===== src/rtl/sc_backg_scheduler.sv =====
// Background-register strobe scheduler: clear, load and tick-driven shift.
// Optional level speed-up of the tick period: SC_BACKG_SCHEDULER_SPEEDUP_EN.
module sc_backg_scheduler #(
  parameter int unsigned TICK_DIV = 12500000
) (
  input  logic       SC_STATEMACHINEBACKG_CLOCK_50,
  input  logic       SC_STATEMACHINEBACKG_RESET_InHigh,
  input  logic       clear_req_InHigh,
  input  logic       load_req_InLow,
  input  logic       pause_InHigh,
  input  logic [2:0] level_In,
  output logic       clear_OutHigh,
  output logic       load_OutLow,
  output logic       shift_OutLow,
  output logic       busy_Out,
  output logic [7:0] shift_count_Out
);

  localparam int PW = 26;

  typedef enum logic [2:0] {
    CLEAR = 3'd0,
    IDLE  = 3'd1,
    LOAD  = 3'd2,
    HOLD  = 3'd3,
    SHIFT = 3'd4
  } state_t;

  state_t        state;
  state_t        nxt;
  logic [PW-1:0] presc;
  logic [PW-1:0] period;
  logic          pending;
  logic          run;
  logic          wrap;

`ifdef SC_BACKG_SCHEDULER_SPEEDUP_EN
  logic [PW-1:0] scaled;
  logic [PW-1:0] period_nxt;

  always_comb begin
    scaled     = PW'(TICK_DIV >> level_In);
    period_nxt = (scaled < PW'(2)) ? PW'(2) : scaled;
  end
`else
  logic level_unused;

  assign level_unused = ^level_In;
  assign period       = PW'(TICK_DIV);
`endif

  assign run  = !pause_InHigh && (state != CLEAR);
  assign wrap = run && (presc >= period - PW'(1));

  always_comb begin
    nxt = CLEAR;
    unique case (state)
      CLEAR: nxt = IDLE;
      IDLE: begin
        if (clear_req_InHigh)
          nxt = CLEAR;
        else if (!load_req_InLow)
          nxt = LOAD;
        else if (pending && !pause_InHigh)
          nxt = SHIFT;
        else
          nxt = IDLE;
      end
      LOAD: nxt = HOLD;
      HOLD: begin
        if (clear_req_InHigh)
          nxt = CLEAR;
        else if (!load_req_InLow)
          nxt = HOLD;
        else
          nxt = IDLE;
      end
      SHIFT: nxt = IDLE;
      default: nxt = CLEAR;
    endcase
  end

  // Strobes are registered from the next state, so they track the state reg.
  always_ff @(posedge SC_STATEMACHINEBACKG_CLOCK_50
              or posedge SC_STATEMACHINEBACKG_RESET_InHigh) begin
    if (SC_STATEMACHINEBACKG_RESET_InHigh) begin
      state           <= CLEAR;
      clear_OutHigh   <= 1'b1;
      load_OutLow     <= 1'b1;
      shift_OutLow    <= 1'b1;
      busy_Out        <= 1'b1;
      shift_count_Out <= 8'd0;
      presc           <= '0;
      pending         <= 1'b0;
`ifdef SC_BACKG_SCHEDULER_SPEEDUP_EN
      period          <= PW'(TICK_DIV);
`endif
    end else begin
      state         <= nxt;
      clear_OutHigh <= (nxt == CLEAR);
      load_OutLow   <= (nxt != LOAD);
      shift_OutLow  <= (nxt != SHIFT);
      busy_Out      <= (nxt != IDLE);

      if (state == CLEAR)
        presc <= '0;
      else if (wrap)
        presc <= '0;
      else if (run)
        presc <= presc + PW'(1);

      // A wrap landing on the SHIFT cycle keeps the new tick.
      if (wrap)
        pending <= 1'b1;
      else if (state == CLEAR || state == SHIFT)
        pending <= 1'b0;

      if (state == CLEAR || state == LOAD)
        shift_count_Out <= 8'd0;
      else if (state == SHIFT && shift_count_Out != 8'hff)
        shift_count_Out <= shift_count_Out + 8'd1;

`ifdef SC_BACKG_SCHEDULER_SPEEDUP_EN
      if (state == CLEAR || wrap)
        period <= period_nxt;
`endif
    end
  end

endmodule


===== config.mk =====
export PLATFORM = sky130hd
export DESIGN_NAME = sc_backg_scheduler
export DESIGN_NICKNAME = d
export VERILOG_FILES = /design/src/rtl/sc_backg_scheduler.sv
export SDC_FILE = /design/constraint.sdc
export NUM_CORES = 1
export LEC_CHECK = 0
export BUFFER_PORTS_ARGS = -buffer_cell sky130_fd_sc_hd__buf_4
export CAP_MARGIN = 30
export CORE_AREA = 3 3 69 71
export DETAILED_ROUTE_END_ITERATION = 7
export DIE_AREA = 0 0 72 74
export PLACE_DENSITY = 0.72
export SLEW_MARGIN = 20
export SYNTH_ARGS = -nofsm -noshare
export SYNTH_HDL_FRONTEND = slang
export SYNTH_SLANG_ARGS = --single-unit

===== constraint.sdc =====
create_clock -name SC_STATEMACHINEBACKG_CLOCK_50 -period 1.95 [get_ports SC_STATEMACHINEBACKG_CLOCK_50]
set_input_delay 0.195 -clock SC_STATEMACHINEBACKG_CLOCK_50 [delete_from_list [all_inputs] [get_ports SC_STATEMACHINEBACKG_CLOCK_50]]
set_output_delay 0.195 -clock SC_STATEMACHINEBACKG_CLOCK_50 [all_outputs]
set_load 0.01 [all_outputs]

==> flow_metrics.py <==
metrics = {
    "clock_network": {
        "root_buffer": "clkbuf_8",
        "h-tree-depth": 2,
        "clkLatencyLatePin_ns": 0.30,
        "cts_buffers": 5,
        "cts.clk_slew.worst_paths_ns": 0.08,
        "cts_buffer_depth": 2,
        "clock_sinks": 42,
        "cts_tree": "yes",
        "cts_hold_buf": 0,
    },
    "global_route": {
        "grt.total_usage_pct": 20.0,
        "grt_max_degree": 43,
        "antenna_found_initial": 0,
        "grt_pass1_vias": 1865,
        "grt_overflow": 0,
        "grt_pass1_wl_um": 8270,
    },
    "worst_setup_path": {
        "crit_end": "presc[14]$_DFFE_PP0P_",
        "rr_startpoint": "presc[5]$_DFFE_PP0P_",
        "path_class": "flip-flop to flip-flop",
        "cp.arrival_ns": 2.23,
        "cp_max_fo": 5,
        "cp_num_buf_inv": 2,
        "worstPathCellList": "or4_4, nor3_4, nor4_4, nor4_4, buf_4, buf_6, nand2_1, o31ai_1",
        "start_kind": "flip-flop",
        "rr_worst_depth": 8,
        "timing.rr.end": "presc[14]$_DFFE_PP0P_",
        "cp_data_required_time_ns": 2.15,
        "crit_path_end_kind": "flip-flop",
        "startpoint": "presc[5]$_DFFE_PP0P_",
        "cpPeakStageDelay_ns": 0.55,
        "path_common_cell": "nor4_4",
        "path_depth": 8,
        "critPathSlowestCell": "or4_4",
        "r2r_slack_ns": -0.08,
        "path_delay_family": "simple AND/OR/NAND/NOR gates",
    },
    "synth": {
        "ys_warn_count": 0,
        "synth_flop_cell": "dfrtp_1",
        "yosysTopAreaCell": "dfrtp_1",
        "synthArstFlopShare_pct": 100,
        "synthTopCellsByArea": "dfrtp_1, nor2_1, dfstp_2",
        "ys_types": 48,
        "syn_inst": 234,
        "synth_edf_count": 0,
        "synth_nets": 244,
        "synth.top_cell.area_share_pct": 43.1,
        "avgSynthCellArea_um2": 9.42,
        "ys_top_cells_by_count": "dfrtp_1, nor2_1, nand2_1",
        "yosysMostFrequentCell": "dfrtp_1",
        "yosysSeqAreaShare_pct": 47.9,
        "ys_ff_latch": 42,
        "synthesis.area_mm2": 0.00220,
    },
    "placed_design": {
        "portBuffers": 16,
        "gp_congestion": 0.800,
        "dp_hpwl_um": 3450,
    },
    "route": {
        "totalWireLength_um": 5120,
        "drc": 0,
        "drt.antenna.violating_nets": 0,
        "wl_per_cell_um": 14.6,
        "drt_iter0_drc": 66,
        "vias_per_cell": 5.68,
        "first_pass_iters": 4,
        "vias": 1995,
    },
    "timing": {
        "grt_setup_unrepaired": "true",
        "clock.fmax_mhz": 492,
        "setup_slack_ns": -0.0819,
        "holdWs_ns": 0.0278,
        "finalClockSkew_ns": 0.00649,
        "finalCritPeriodShare_pct": 104,
        "setup_tns_ns": -0.536,
        "hold_viol": 0,
        "period_minus_slack_ns": 2.03,
        "worst_pin_slew_ns": 0.772,
        "setup_violations": 16,
        "slew_viol_final": 0,
        "max_slew_margin_pct": 48.5,
    },
    "die": {
        "fp.dieArea_mm2": 0.00533,
        "die_h_um": 74,
        "io_pins": 20,
        "core_mm2": 0.00429,
        "rows": 24,
        "start_util_pct": 51.3,
        "fp.dieW_um": 72,
    },
    "job": {
        "max-cap-violations": 0,
    },
    "cells_and_area": {
        "area_delta_synth_final_pct": 32.9,
        "nNetsFinal": 308,
        "drive_gt1_share_pct": 33.1,
        "diodes": 0,
    },
    "power": {
        "p_leak_nw": 1.35,
        "ir_worst_vdd_uv": 503,
        "powerDensity_mw_per_mm2": 675,
    },
    "outcome": {
        "status": "finished with violations",
        "failed_checks": "setup timing",
    },
    "worst_hold_path": {
        "min_path_type": "primary input to async pin",
    },
}
metrics by stage:
stage               area [µm²]  setup WS, ns  std cells  power [mW]  util, %
floorplan                 2200       -0.0234        234        1.12        -
global placement          2680       -0.0720        339        1.24     62.4
detailed placement        2680        -0.133        339        1.25     62.4
CTS                       2820       -0.0785        348        1.97     65.6
global route              2930        -0.165        351        2.06     68.2
finish                    2930       -0.0819        351        1.98     68.2
layout make-up:
type                            instances  area, µm²
Multi-Input combinational cell        176       1170
Inverter                                8       30.0
Fill cell                             352       1370
Tap cell                               52       65.1
Timing Repair Buffer                   65        490
Clock inverter                          1       30.0
Clock buffer                            7       86.3
Sequential cell                        42       1060
how the worst min path moves through the flow:
stage,start,endpoint,slack (ns),cells past startpoint
after global routing,SC_STATEMACHINEBACKG_RESET_InHigh,shift_count_Out[0]$_DFFE_PP0P_,0.06,3
final,SC_STATEMACHINEBACKG_RESET_InHigh,presc[4]$_DFFE_PP0P_,0.03,3
after detailed placement,SC_STATEMACHINEBACKG_RESET_InHigh,shift_count_Out[3]$_DFFE_PP0P_,0.37,3
after CTS,SC_STATEMACHINEBACKG_RESET_InHigh,shift_count_Out[3]$_DFFE_PP0P_,0.04,3
after global placement,SC_STATEMACHINEBACKG_RESET_InHigh,presc[21]$_DFFE_PP0P_,0.37,3
after floorplan,load_req_InLow,load_OutLow$_DFF_PP1_,0.31,1
registers in the layout (all words and copies together), names as in the netlist:
| name | flops |
|---|---|
| shift_count_Out | 8 |
| state | 3 |
| shift_OutLow | 1 |
| load_OutLow | 1 |
| presc | 26 |
| clear_OutHigh | 1 |
| pending | 1 |
| busy_Out | 1 |
what timing repair did:
action,in CTS,in global routing
pin swaps,1,4
setup endpoints to repair,23,25
gates resized for setup,11,21
setup buffers,1,1
gates cloned,0,2
tightest hold or removal path, stage by stage:
cell	delay [ns]
buf_4	0.11
inv_1	0.04
buf_4	0.44
cells by family after synthesis:
family          synth area share [%]
compound gates                  15.4
flops                           47.9
buf+inv                         3.63
xor+xnor                        2.78
simple gates                    27.3
mux                             1.82
fa+ha+maj                       1.13
power by group:
| part | internal (mW) | switching, mW | total (mW) | leakage [nW] |
|---|---|---|---|---|
| combinational | 0.154 | 0.180 | 0.334 | 0.730 |
| clock | 0.417 | 0.295 | 0.712 | 0.0585 |
| sequential | 0.911 | 0.0191 | 0.930 | 0.567 |
cells in the final DEF (no fill, tap or decap), types with 3 or more instances in the layout:
master,count
nor3_1,5
xor2_1,3
buf_4,61
and3_1,4
o21ai_0,5
clkbuf_8,6
xnor2_1,4
or3_1,3
a22o_1,7
nand3_1,18
a21oi_1,6
nor2_1,30
mux2i_1,4
dfstp_2,4
nand2_1,23
a21o_1,6
nand4_1,8
o311ai_1,4
o21ai_1,3
inv_1,8
dfrtp_1,38
routing by layer:
metal / global-route usage (%) / vias to the layer above / routed length (µm)
li1: - / 986 / -
met1: 24.6 / 970 / 2290
met2: 35.4 / 32 / 2600
met3: 4.46 / 7 / 174
met4: 6.26 / 0 / 59
met5: 0 / - / 0
Power figures use the tool's default switching activity.
